==> config.mk <==
export PLATFORM = sky130hd
export DESIGN_NAME = dma_cmd_sequencer
export DESIGN_NICKNAME = d
export VERILOG_FILES = /design/src/rtl/dma_pkg.sv /design/src/rtl/dma_sts_checker.sv /design/src/rtl/dma_cmd_sequencer.sv
export SDC_FILE = /design/constraint.sdc
export NUM_CORES = 1
export LEC_CHECK = 0
export ABC_AREA = 1
export CORE_MARGIN = 2
export CORE_UTILIZATION = 44
export CTS_CLUSTER_SIZE = 28
export DETAILED_ROUTE_END_ITERATION = 8
export HOLD_SLACK_MARGIN = 0.06
export PLACE_DENSITY = 0.7
export SYNTH_ARGS = -nofsm -noshare
export SYNTH_HDL_FRONTEND = slang
export SYNTH_SLANG_ARGS = --single-unit
==> constraint.sdc <==
create_clock -name clk_i -period 2.34 [get_ports clk_i]
set_input_delay 0.468 -clock clk_i [delete_from_list [all_inputs] [get_ports clk_i]]
set_output_delay 0.468 -clock clk_i [all_outputs]
set_load 0.01 [all_outputs]
==> src/rtl/dma_pkg.sv <==
// Shared state/error encodings and datamover command/status field layout
// for the SHA-256 input-fetch DMA command sequencer.
package dma_pkg;

    typedef enum logic [3:0] {
        ST_IDLE  = 4'd0,
        ST_CHECK = 4'd1,
        ST_ISSUE = 4'd2,
        ST_DRAIN = 4'd3,
        ST_DONE  = 4'd4,
        ST_ERROR = 4'd5
    } state_t;

    typedef enum logic [2:0] {
        ERR_NONE    = 3'd0,
        ERR_SLVERR  = 3'd1,
        ERR_DECERR  = 3'd2,
        ERR_INTERR  = 3'd3,
        ERR_TAG     = 3'd4,
        ERR_ABORT   = 3'd5,
        ERR_TIMEOUT = 3'd6
    } err_code_t;

    localparam int CMD_W         = 72;
    localparam int CMD_BTT_W     = 23;
    localparam int CMD_TYPE_BIT  = 23;
    localparam int CMD_DSA_LSB   = 24;
    localparam int CMD_EOF_BIT   = 30;
    localparam int CMD_DRR_BIT   = 31;
    localparam int CMD_SADDR_LSB = 32;
    localparam int CMD_TAG_LSB   = 64;

    localparam int STS_OKAY_BIT   = 7;
    localparam int STS_SLVERR_BIT = 6;
    localparam int STS_DECERR_BIT = 5;
    localparam int STS_INTERR_BIT = 4;

    // Fixed-type INCR command with no DRE realignment; only BTT/EOF/SADDR/TAG vary.
    function automatic logic [CMD_W-1:0] build_cmd(
        input logic [CMD_BTT_W-1:0] btt,
        input logic                 eof,
        input logic [31:0]          saddr,
        input logic [3:0]           tag
    );
        logic [CMD_W-1:0] cmd;
        cmd                       = '0;
        cmd[CMD_BTT_W-1:0]        = btt;
        cmd[CMD_TYPE_BIT]         = 1'b1;
        cmd[CMD_DSA_LSB +: 6]     = 6'd0;
        cmd[CMD_EOF_BIT]          = eof;
        cmd[CMD_DRR_BIT]          = 1'b0;
        cmd[CMD_SADDR_LSB +: 32]  = saddr;
        cmd[CMD_TAG_LSB +: 4]     = tag;
        return cmd;
    endfunction

endpackage

==> src/rtl/dma_sts_checker.sv <==
// Datamover status decoder: tracks the expected in-order tag and the
// outstanding-command count, and classifies each status by error priority.
module dma_sts_checker
    import dma_pkg::*;
(
    input  logic       clk_i,
    input  logic       rst_i,
    input  logic       clear_i,
    input  logic       sts_fire_i,
    input  logic [7:0] sts_tdata_i,
    input  logic       cmd_fire_i,
    output logic [3:0] outst_o,
    output logic       err_valid_o,
    output err_code_t  err_code_o
);

    logic [3:0] exp_tag_q;
    logic [3:0] outst_q;
    logic       tag_bad;
    logic       sts_good;
    err_code_t  code;

    // Bus error flags outrank a tag mismatch; a status with nothing outstanding is a tag error.
    always_comb begin
        tag_bad = (sts_tdata_i[3:0] != exp_tag_q) || (outst_q == 4'd0);
        code    = ERR_NONE;
        if (sts_tdata_i[STS_INTERR_BIT]) begin
            code = ERR_INTERR;
        end else if (sts_tdata_i[STS_DECERR_BIT]) begin
            code = ERR_DECERR;
        end else if (sts_tdata_i[STS_SLVERR_BIT]) begin
            code = ERR_SLVERR;
        end else if (tag_bad) begin
            code = ERR_TAG;
        end
        err_valid_o = sts_fire_i && (code != ERR_NONE);
        err_code_o  = code;
        sts_good    = sts_fire_i && (code == ERR_NONE) && sts_tdata_i[STS_OKAY_BIT];
    end

    always_ff @(posedge clk_i) begin
        if (rst_i || clear_i) begin
            exp_tag_q <= 4'd0;
            outst_q   <= 4'd0;
        end else begin
            if (sts_good) begin
                exp_tag_q <= exp_tag_q + 4'd1;
            end
            if (cmd_fire_i && !sts_good) begin
                outst_q <= outst_q + 4'd1;
            end else if (sts_good && !cmd_fire_i) begin
                outst_q <= outst_q - 4'd1;
            end
        end
    end

    assign outst_o = outst_q;

endmodule

==> src/rtl/dma_cmd_sequencer.sv <==
// Splits a SHA-256 fetch job into MM2S datamover commands and checks returned statuses.
// Optional watchdog enabled by defining DMA_SEQ_TIMEOUT_EN.
module dma_cmd_sequencer
    import dma_pkg::*;
#(
    parameter int unsigned CHUNK_BYTES     = 64,
    parameter int unsigned MAX_OUTST       = 2,
    parameter logic [8:0]  FIFO_HIGH_WATER = 9'h1E0,
    parameter int unsigned TIMEOUT_CYC     = 2**20
) (
    input  logic        clk_i,
    input  logic        rst_i,
    input  logic        dma_enable_i,
    input  logic        dma_start_i,
    input  logic [31:0] dma_base_addr_i,
    input  logic [31:0] dma_bit_len_i,
    input  logic        sha256_rdy_i,
    input  logic [8:0]  fifo_wr_count_i,
    output logic [71:0] cmd_tdata_o,
    output logic        cmd_tvalid_o,
    input  logic        cmd_tready_i,
    input  logic [7:0]  sts_tdata_i,
    input  logic        sts_tvalid_i,
    output logic        sts_tready_o,
    output logic        busy_o,
    output logic        done_o,
    output logic        err_o,
    output logic [2:0]  err_code_o,
    output logic [3:0]  dbg_state_o
);

    state_t             state_q, state_d;
    logic [31:0]        addr_q, addr_d;
    logic [32:0]        bytes_left_q, bytes_left_d;
    logic [3:0]         tag_q, tag_d;
    logic               abort_q, abort_d;
    logic               err_q, err_d;
    err_code_t          code_q, code_d;
    logic [CMD_W-1:0]   cmd_q, cmd_d;
    logic               sts_ready_q;

    logic               cmd_fire;
    logic               sts_fire;
    logic               job_accept;
    logic               eof_c;
    logic [CMD_BTT_W-1:0] btt_c;
    logic [3:0]         outst;
    logic               chk_err_valid;
    err_code_t          chk_err_code;
    logic               wd_expired;
    logic               err_event;
    err_code_t          err_event_code;

    assign cmd_fire = (state_q == ST_ISSUE) && cmd_tready_i;
    assign sts_fire = sts_tvalid_i && sts_ready_q;
    assign eof_c    = (bytes_left_q <= 33'(CHUNK_BYTES));
    assign btt_c    = eof_c ? bytes_left_q[CMD_BTT_W-1:0] : CMD_BTT_W'(CHUNK_BYTES);

    dma_sts_checker u_sts_checker (
        .clk_i       (clk_i),
        .rst_i       (rst_i),
        .clear_i     (job_accept),
        .sts_fire_i  (sts_fire),
        .sts_tdata_i (sts_tdata_i),
        .cmd_fire_i  (cmd_fire),
        .outst_o     (outst),
        .err_valid_o (chk_err_valid),
        .err_code_o  (chk_err_code)
    );

`ifdef DMA_SEQ_TIMEOUT_EN
    // Any handshake proves the datamover is alive, so it restarts the count.
    logic [31:0] wd_cnt_q;
    assign wd_expired = busy_o && !cmd_fire && !sts_fire && (wd_cnt_q == 32'(TIMEOUT_CYC - 1));
    always_ff @(posedge clk_i) begin
        if (rst_i || !busy_o || cmd_fire || sts_fire) begin
            wd_cnt_q <= 32'd0;
        end else begin
            wd_cnt_q <= wd_cnt_q + 32'd1;
        end
    end
`else
    logic timeout_unused;
    assign timeout_unused = (TIMEOUT_CYC == 0);
    assign wd_expired     = 1'b0;
`endif

    assign err_event      = chk_err_valid || wd_expired;
    assign err_event_code = chk_err_valid ? chk_err_code : ERR_TIMEOUT;

    always_comb begin
        state_d      = state_q;
        addr_d       = addr_q;
        bytes_left_d = bytes_left_q;
        tag_d        = tag_q;
        abort_d      = abort_q;
        err_d        = err_q;
        code_d       = code_q;
        cmd_d        = cmd_q;
        job_accept   = 1'b0;
        case (state_q)
            ST_IDLE: begin
                if (dma_start_i && dma_enable_i && sha256_rdy_i && (|dma_bit_len_i)) begin
                    job_accept   = 1'b1;
                    addr_d       = {dma_base_addr_i[31:3], 3'b000};
                    bytes_left_d = ({1'b0, dma_bit_len_i} + 33'd7) >> 3;
                    tag_d        = 4'd0;
                    abort_d      = 1'b0;
                    err_d        = 1'b0;
                    code_d       = ERR_NONE;
                    state_d      = ST_CHECK;
                end
            end
            ST_CHECK: begin
                if (!dma_enable_i) begin
                    abort_d = 1'b1;
                    state_d = ST_DRAIN;
                end else if (bytes_left_q == 33'd0) begin
                    state_d = ST_DRAIN;
                end else if ((32'(outst) < MAX_OUTST) && (fifo_wr_count_i <= FIFO_HIGH_WATER)
                             && sha256_rdy_i) begin
                    cmd_d   = build_cmd(btt_c, eof_c, addr_q, tag_q);
                    state_d = ST_ISSUE;
                end
            end
            // The command stays on the bus until accepted, even through an enable drop.
            ST_ISSUE: begin
                if (cmd_tready_i) begin
                    addr_d       = addr_q + 32'(cmd_q[CMD_BTT_W-1:0]);
                    bytes_left_d = bytes_left_q - 33'(cmd_q[CMD_BTT_W-1:0]);
                    tag_d        = tag_q + 4'd1;
                    state_d      = ST_CHECK;
                end
            end
            ST_DRAIN: begin
                if (outst == 4'd0) begin
                    if (abort_q) begin
                        state_d = ST_ERROR;
                        if (!err_q) begin
                            err_d  = 1'b1;
                            code_d = ERR_ABORT;
                        end
                    end else begin
                        state_d = ST_DONE;
                    end
                end
            end
            ST_DONE: begin
                state_d = ST_IDLE;
            end
            ST_ERROR: begin
                if (!dma_enable_i) begin
                    state_d = ST_IDLE;
                end
            end
            default: begin
                state_d = ST_IDLE;
            end
        endcase
        // Only the first error of a job is recorded.
        if (err_event) begin
            state_d = ST_ERROR;
            if (!err_d) begin
                err_d  = 1'b1;
                code_d = err_event_code;
            end
        end
    end

    always_ff @(posedge clk_i) begin
        if (rst_i) begin
            state_q      <= ST_IDLE;
            addr_q       <= 32'd0;
            bytes_left_q <= 33'd0;
            tag_q        <= 4'd0;
            abort_q      <= 1'b0;
            err_q        <= 1'b0;
            code_q       <= ERR_NONE;
            cmd_q        <= '0;
            sts_ready_q  <= 1'b0;
        end else begin
            state_q      <= state_d;
            addr_q       <= addr_d;
            bytes_left_q <= bytes_left_d;
            tag_q        <= tag_d;
            abort_q      <= abort_d;
            err_q        <= err_d;
            code_q       <= code_d;
            cmd_q        <= cmd_d;
            sts_ready_q  <= 1'b1;
        end
    end

    assign cmd_tdata_o  = cmd_q;
    assign cmd_tvalid_o = (state_q == ST_ISSUE);
    assign sts_tready_o = sts_ready_q;
    assign busy_o       = (state_q == ST_CHECK) || (state_q == ST_ISSUE) || (state_q == ST_DRAIN);
    assign done_o       = (state_q == ST_DONE);
    assign err_o        = err_q;
    assign err_code_o   = code_q;
    assign dbg_state_o  = state_q;

endmodule

# --- Word level (Yosys, flattened, before mapping) ---
# Index checks and enable logic that the tools add are counted.
totals:
  regBits: 148
  n_memories: 0
  latchBits: 0
  input_bits: 88
  mem_bits_rw: 0
  mem_bits_ro: 0
op_classes:
  mul: 0
  magnitude_cmp: 3
  eq_ne: 17
  n_mux: 44
  n_div: 0
  n_bitwise: 1
  reduce_logical: 33
  shift: 0
  add_sub_neg: 7
op_table:
  columns: ["cell", "count"]
  rows:
  - ["2-to-1 mux 33 bit", 2]
  - ["case mux 33 bit (2 select lines)", 1]
  - ["2-to-1 mux 32 bit", 2]
  - ["case mux 32 bit (2 select lines)", 1]
  - ["2-to-1 mux 4 bit", 11]
  - ["adder 32 x 3 -> 33 bit (second input constant)", 1]
  - ["less-or-equal comparator 33 x 7 -> 1 bit (second input constant)", 1]
  - ["zero test 33 bit", 1]
  - ["2-to-1 mux 3 bit", 11]
  - ["subtractor 33 x 23 -> 33 bit", 1]
  - ["adder 32 x 23 -> 32 bit", 1]
  - ["OR reduction 32 bit", 1]
  - ["2-to-1 mux 23 bit", 1]
  - ["case mux 4 bit (5 select lines)", 1]
  - ["adder 4 x 1 -> 4 bit (second input constant)", 3]
  - ["logical AND 1 bit", 12]
  - ["2-to-1 mux 1 bit", 10]
  - ["AND reduction 5 bit", 2]
  - ["less-or-equal comparator 9 bit (second input constant)", 1]
  - ["!= test 3 bit (second input constant)", 3]
  - ["== test 4 x 2 -> 1 bit (second input constant)", 2]
  - ["== test 4 x 3 -> 1 bit (second input constant)", 2]
  - ["zero test 4 bit", 2]
  - ["!= test 2 bit (second input constant)", 4]
  - ["other kinds (20)", 28]

# --- Logic depth before layout (Yosys ltp) ---
logic_depth:
  word_depth: 12
  depth_mapped: 18
  mapped_depth_nobuf: 18

# --- Modules after synthesis ---
# A second synthesis with hierarchy kept.
hier_totals:
  cells_unflattened: 1923
  area_unflattened_um2: 11344.6
modules_own_cells:
  columns: ["mod", "area_each_um2", "n_inst", "cells_per_inst"]
  rows:
  - ["dma_cmd_sequencer", 10701.5, 1, 1820]
  - ["dma_sts_checker", 643.1, 1, 103]

# --- Worst setup path after synthesis ---
# No wires, ideal clock.
synth_path:
  kind: "input -> register"
  start: "input port sts_tdata_i[0]"
  end: "register u_sts_checker.outst_q[3], in the netlist u_sts_checker.outst_o[3]"
  arrival_time_ps: 2249
  path_slack_ps: -32
  path_stages: 16
  n_path_buf: 0
  setup_time_ps: 123
  cell_sequence: "xnor2_1 -> nand2_1 -> nor2_1 -> nand2_1 -> nor2_1 -> nand3_1 -> ha_1 -> inv_1 -> ha_1 -> a21oi_1 -> nor2_1 -> nor2_1 -> nor2_1 -> nor2_1 -> xnor2_1 -> nor2_1"
synth_via:
  elab_chain_cells: 12
  elab_cells_between_ends: 14
synth_rtl:
  columns: ["element", "line", "rtl"]
  rows:
  - ["start, declared", "dma_cmd_sequencer.sv:22", "input logic [7:0] sts_tdata_i,"]
  - ["!= test 4 bit *", "dma_sts_checker.sv:25", "tag_bad = (sts_tdata_i[3:0] != exp_tag_q) || (outst_q == 4'd0);"]
  - ["logical OR 1 bit *", "dma_sts_checker.sv:25", null]
  - ["2-to-1 mux 3 bit *", "dma_sts_checker.sv:33", "end else if (tag_bad) begin"]
  - ["2-to-1 mux 3 bit *", "dma_sts_checker.sv:31", "end else if (sts_tdata_i[STS_SLVERR_BIT]) begin"]
  - ["2-to-1 mux 3 bit *", "dma_sts_checker.sv:29", "end else if (sts_tdata_i[STS_DECERR_BIT]) begin"]
  - ["2-to-1 mux 3 bit *", "dma_sts_checker.sv:27", "if (sts_tdata_i[STS_INTERR_BIT]) begin"]
  - ["zero test 3 bit *", "dma_sts_checker.sv:38", "sts_good = sts_fire_i && (code == ERR_NONE) && sts_tdata_i[STS_OKAY_BIT];"]
  - ["logical AND 1 bit * (2 in series)", "dma_sts_checker.sv:38", null]
  - ["zero test 1 bit", "dma_sts_checker.sv:49", "if (cmd_fire_i && !sts_good) begin"]
  - ["logical AND 1 bit", "dma_sts_checker.sv:49", null]
  - ["2-to-1 mux 4 bit or nonzero test 2 bit (tied branches)", null, null]
  - ["end signal, assigned", "dma_sts_checker.sv:50", "outst_q <= outst_q + 4'd1;"]
  - ["end signal, assigned", "dma_sts_checker.sv:52", "outst_q <= outst_q - 4'd1;"]
  - ["end, declared", "dma_sts_checker.sv:18", "logic [3:0] outst_q;"]
# Every way passes the cells marked *; elsewhere a longest branch is shown, timed or not.
# A chain may end at the register's enable or synchronous reset.

# --- Final worst setup path ---
layout_path:
  start: "register cmd_q[9], in the netlist cmd_tdata_o[9]"
  end: "register bytes_left_q[20]"
layout_via:
  elab_chain_cells: 3
layout_rtl:
  columns: ["element", "line", "rtl"]
  rows:
  - ["start, declared", "dma_cmd_sequencer.sv:39", "logic [CMD_W-1:0] cmd_q, cmd_d;"]
  - ["start signal, assigned", "dma_cmd_sequencer.sv:189", "cmd_q <= cmd_d;"]
  - ["subtractor 33 x 23 -> 33 bit", "dma_cmd_sequencer.sv:130", "bytes_left_d = bytes_left_q - 33'(cmd_q[CMD_BTT_W-1:0]);"]
  - ["2-to-1 mux 33 bit", "dma_cmd_sequencer.sv:128", "if (cmd_tready_i) begin"]
  - ["case mux 33 bit (2 select lines)", "dma_cmd_sequencer.sv:101", "case (state_q)"]
  - ["end signal, assigned", "dma_cmd_sequencer.sv:184", "bytes_left_q <= bytes_left_d;"]
  - ["end, declared", "dma_cmd_sequencer.sv:34", "logic [32:0] bytes_left_q, bytes_left_d;"]
# Every way passes these cells. The select of a mux whose other input is x is not followed.

==> run summary <==
status: completed
startpoint types: flop
CTS buffer count: 17
LEAKAGE: 6.78 nW
register bit total from synthesis: 147
synth warn: 0
Worst-path clk slew: 70 ps
commonest cells in the netlist: 511 x nand2_1, 224 x inv_1, 200 x nor2_1
Tmin final: 2220 ps
gr usage total: 28.2%
final setup violation count: 0
first-pass GRT wire length: 59000 µm
Worst EP required: 2700 ps
Die Span Y: 162 µm
cell taking the most area after synthesis: dfxtp_1
CTS tree: built
Unique masters post-synth: 45
Fmax achieved: 451 MHz
Ant. Diodes: 0
Routed Antenna Nets: 0
root buf cell: clkbuf_16
# clock sinks: 147
vias in the first global route: 11.8k
Die Wd: 162 µm
TNS Setup: 0 ps
max_slew headroom: 52.2%
Area Growth Syn to Fin: 31.8%
gr ovfl total: 0
Clock Skews: 12.1 ps
Crit Path Max Fanout: 5
VDD IR max: 0.000312 V
synthesized area: 0.0109 mm²
most frequent CP cell: nand3_1
synthesized area per cell: 6.03 µm²
Pwr Total: 7.90 mW
Worst EP arrival: 2580 ps
H-tree depth: 4
hold-fix buffers at CTS: 0
post-synthesis sequential area ratio: 26.9%
RSZ-0062 raised after global routing: true
post-synth top area share: 26.9%
Hold Violations, Final: 0
starting density of the core: 44.8%
Via density: 5.27
Slowest-stage cell, CP: dfxtp_1
Syn Inst Count: 1814
initial antenna violation count: 0
sum of buffers and inverters on the critical path: 1
Vias: 12.7k
Crit Path Class: flop to flop
fin. max-slew vios: 0
Util after Layout: 59.1%
count leader, synth: nand2_1
DRC violations left: 0
Worst-Skew Late Latency: 430 ps
max cap viols: 0
Placer Congestion: 1.00
critical-path cell list: inv_1 -> ha_1 -> nand2_1 -> nor2_1 -> nand4_1 -> nand3_2 -> nand3_1 -> nand3b_1 -> nand3_1 -> a21oi_1
Iter 0 DRT Violations: 906
Worst-Margin Slew: 717 ps
Synth async-reset ratio: 0%
die area: 0.0261 mm²
DRT Pass-1 Iters: 6
Largest delay share family, worst path: simple AND/OR/NAND/NOR gates
filler cell count: 2443
fin crit share: 94.8%
Port Buffers: 156
core box area: 0.0244 mm²
worst hold-check path type: input pin to flop
Post-synth EDFFs: 0
Clock Path Buffers: 2
Post-DP HPWL: 29200 µm
I/O pins: 172
pin count of the biggest net entering global routing: 63
pwr dens: 548 mW/mm²
largest cells by area after synthesis: dfxtp_1 27%, nand2_1 18%, inv_1 7.7%
critical path capture point type: flop
layout net count: 2218
share of layout cells above drive strength 1: 10.9%
Synth Flop Type: dfxtp_1
Crit path largest cell delay: 400 ps
drt total wl: 37300 µm
# rows: 57
WL per Instance: 15.4 µm
==> report_power, final <==
group	switching, mW	internal (mW)	leakage [nW]
logic	1.54	0.964	5.31
clock network	1.28	1.41	0.274
registers	0.0969	2.61	1.19
total	2.92	4.99	6.78
==> metal layers <==
metal / wire [µm] / vias to the layer above / global-route usage (%)
li1: - / 6410 / -
met1: 16000 / 5844 / 34.7
met2: 18000 / 383 / 49.7
met3: 1850 / 88 / 3.37
met4: 1430 / 0 / 12.1
met5: 0 / - / 0
==> per-stage QoR <==
step | cell area (µm²) | std cells | hold WS (ps) | setup WS (ps)
final | 14400 | 2413 | 452 | 121
after global routing | 14400 | 2413 | 459 | -62.3
after CTS | 14300 | 2412 | 444 | -2.66
after detailed placement | 13700 | 2379 | 456 | -502
after global placement | 13700 | 2379 | 449 | -447
after floorplan | 11000 | 1825 | 452 | 42.9
==> path summary, 6_finish.rpt <==
| check | to | startpoint | slack (ps) | depth (start not counted) |
|---|---|---|---|---|
| worst min register to register | cmd_tdata_o[64]$_SDFFE_PP0P_ | cmd_tdata_o[64]$_SDFFE_PP0P_ | 460 | 2 |
| worst max register to register | bytes_left_q[20]$_SDFFE_PP0P_ | cmd_tdata_o[9]$_SDFFE_PP0P_ | 120 | 10 |
| worst min-delay path | sts_tready_o$_DFF_P_ | rst_i | 450 | 2 |
| worst max-delay path | bytes_left_q[20]$_SDFFE_PP0P_ | cmd_tdata_o[9]$_SDFFE_PP0P_ | 120 | 10 |
==> placed cells by master (no fill, tap or decap), drive strengths merged <==
cell type and count:
nand4 33, o211ai 2, a21o 4, conb 12, o21ai 119, dlymetal6s2s 4, a21oi 166, clkbuf 18
o22ai 3, and2 4, fa 3, nor3b 3, o21bai 6, nand3 131, ha 51, clkdlybuf4s50 151
o2111ai 1, a21boi 2, a31o 1, a31oi 13, nand3b 13, clkinvlp 1, xor2 25, nand2b 1
a211oi 1, clkinv 6, or2 8, xnor2 6, buf 139, inv 237, nor3 48, nand2 514
dfxtp 147, nor4 6, o21a 6, nor2 204
==> area by class of cell <==
class / count / area [µm²] / area share [%]
sequential: 147 / 2950 / 20.4
inverter: 230 / 866 / 6.00
clock inverter: 14 / 139 / 0.963
clock buffer: 18 / 429 / 2.98
multi-input combinational: 1386 / 6930 / 48.1
tap: 324 / 405 / 2.81
timing repair buffer: 294 / 2700 / 18.7
==> state kept, by name, summed over array words and instances, names as in the netlist <==
name / flops
addr_q: 32
u_sts_checker.exp_tag_q: 4
abort_q: 1
tag_q: 4
dbg_state_o: 3
u_sts_checker.outst_o: 4
bytes_left_q: 33
err_o: 1
err_code_o: 3
sts_tready_o: 1
cmd_tdata_o: 61
==> logic make-up (layout without fill, tap and decap cells) <==
group	count (synthesis)	after routing	synth area share, %
buffers and inverters	292	556	11.1
AO/OA/AOI/OAI	324	324	15.8
AND/OR/NAND/NOR	965	965	37.3
adder cells (fa/ha/maj)	54	54	6.38
flip-flops	147	147	26.9
other	1	12	0.0343
XOR/XNOR	31	31	2.48
==> repair_timing <==
item | 4_1_cts | 5_1_grt
buffers inserted | 1 | 1
pin swaps | 3 | 13
gates cloned | 0 | 0
resized for setup | 4 | 38
setup endpoints to repair | 2 | 30
Note: power is estimated with default switching activity, not from simulation.
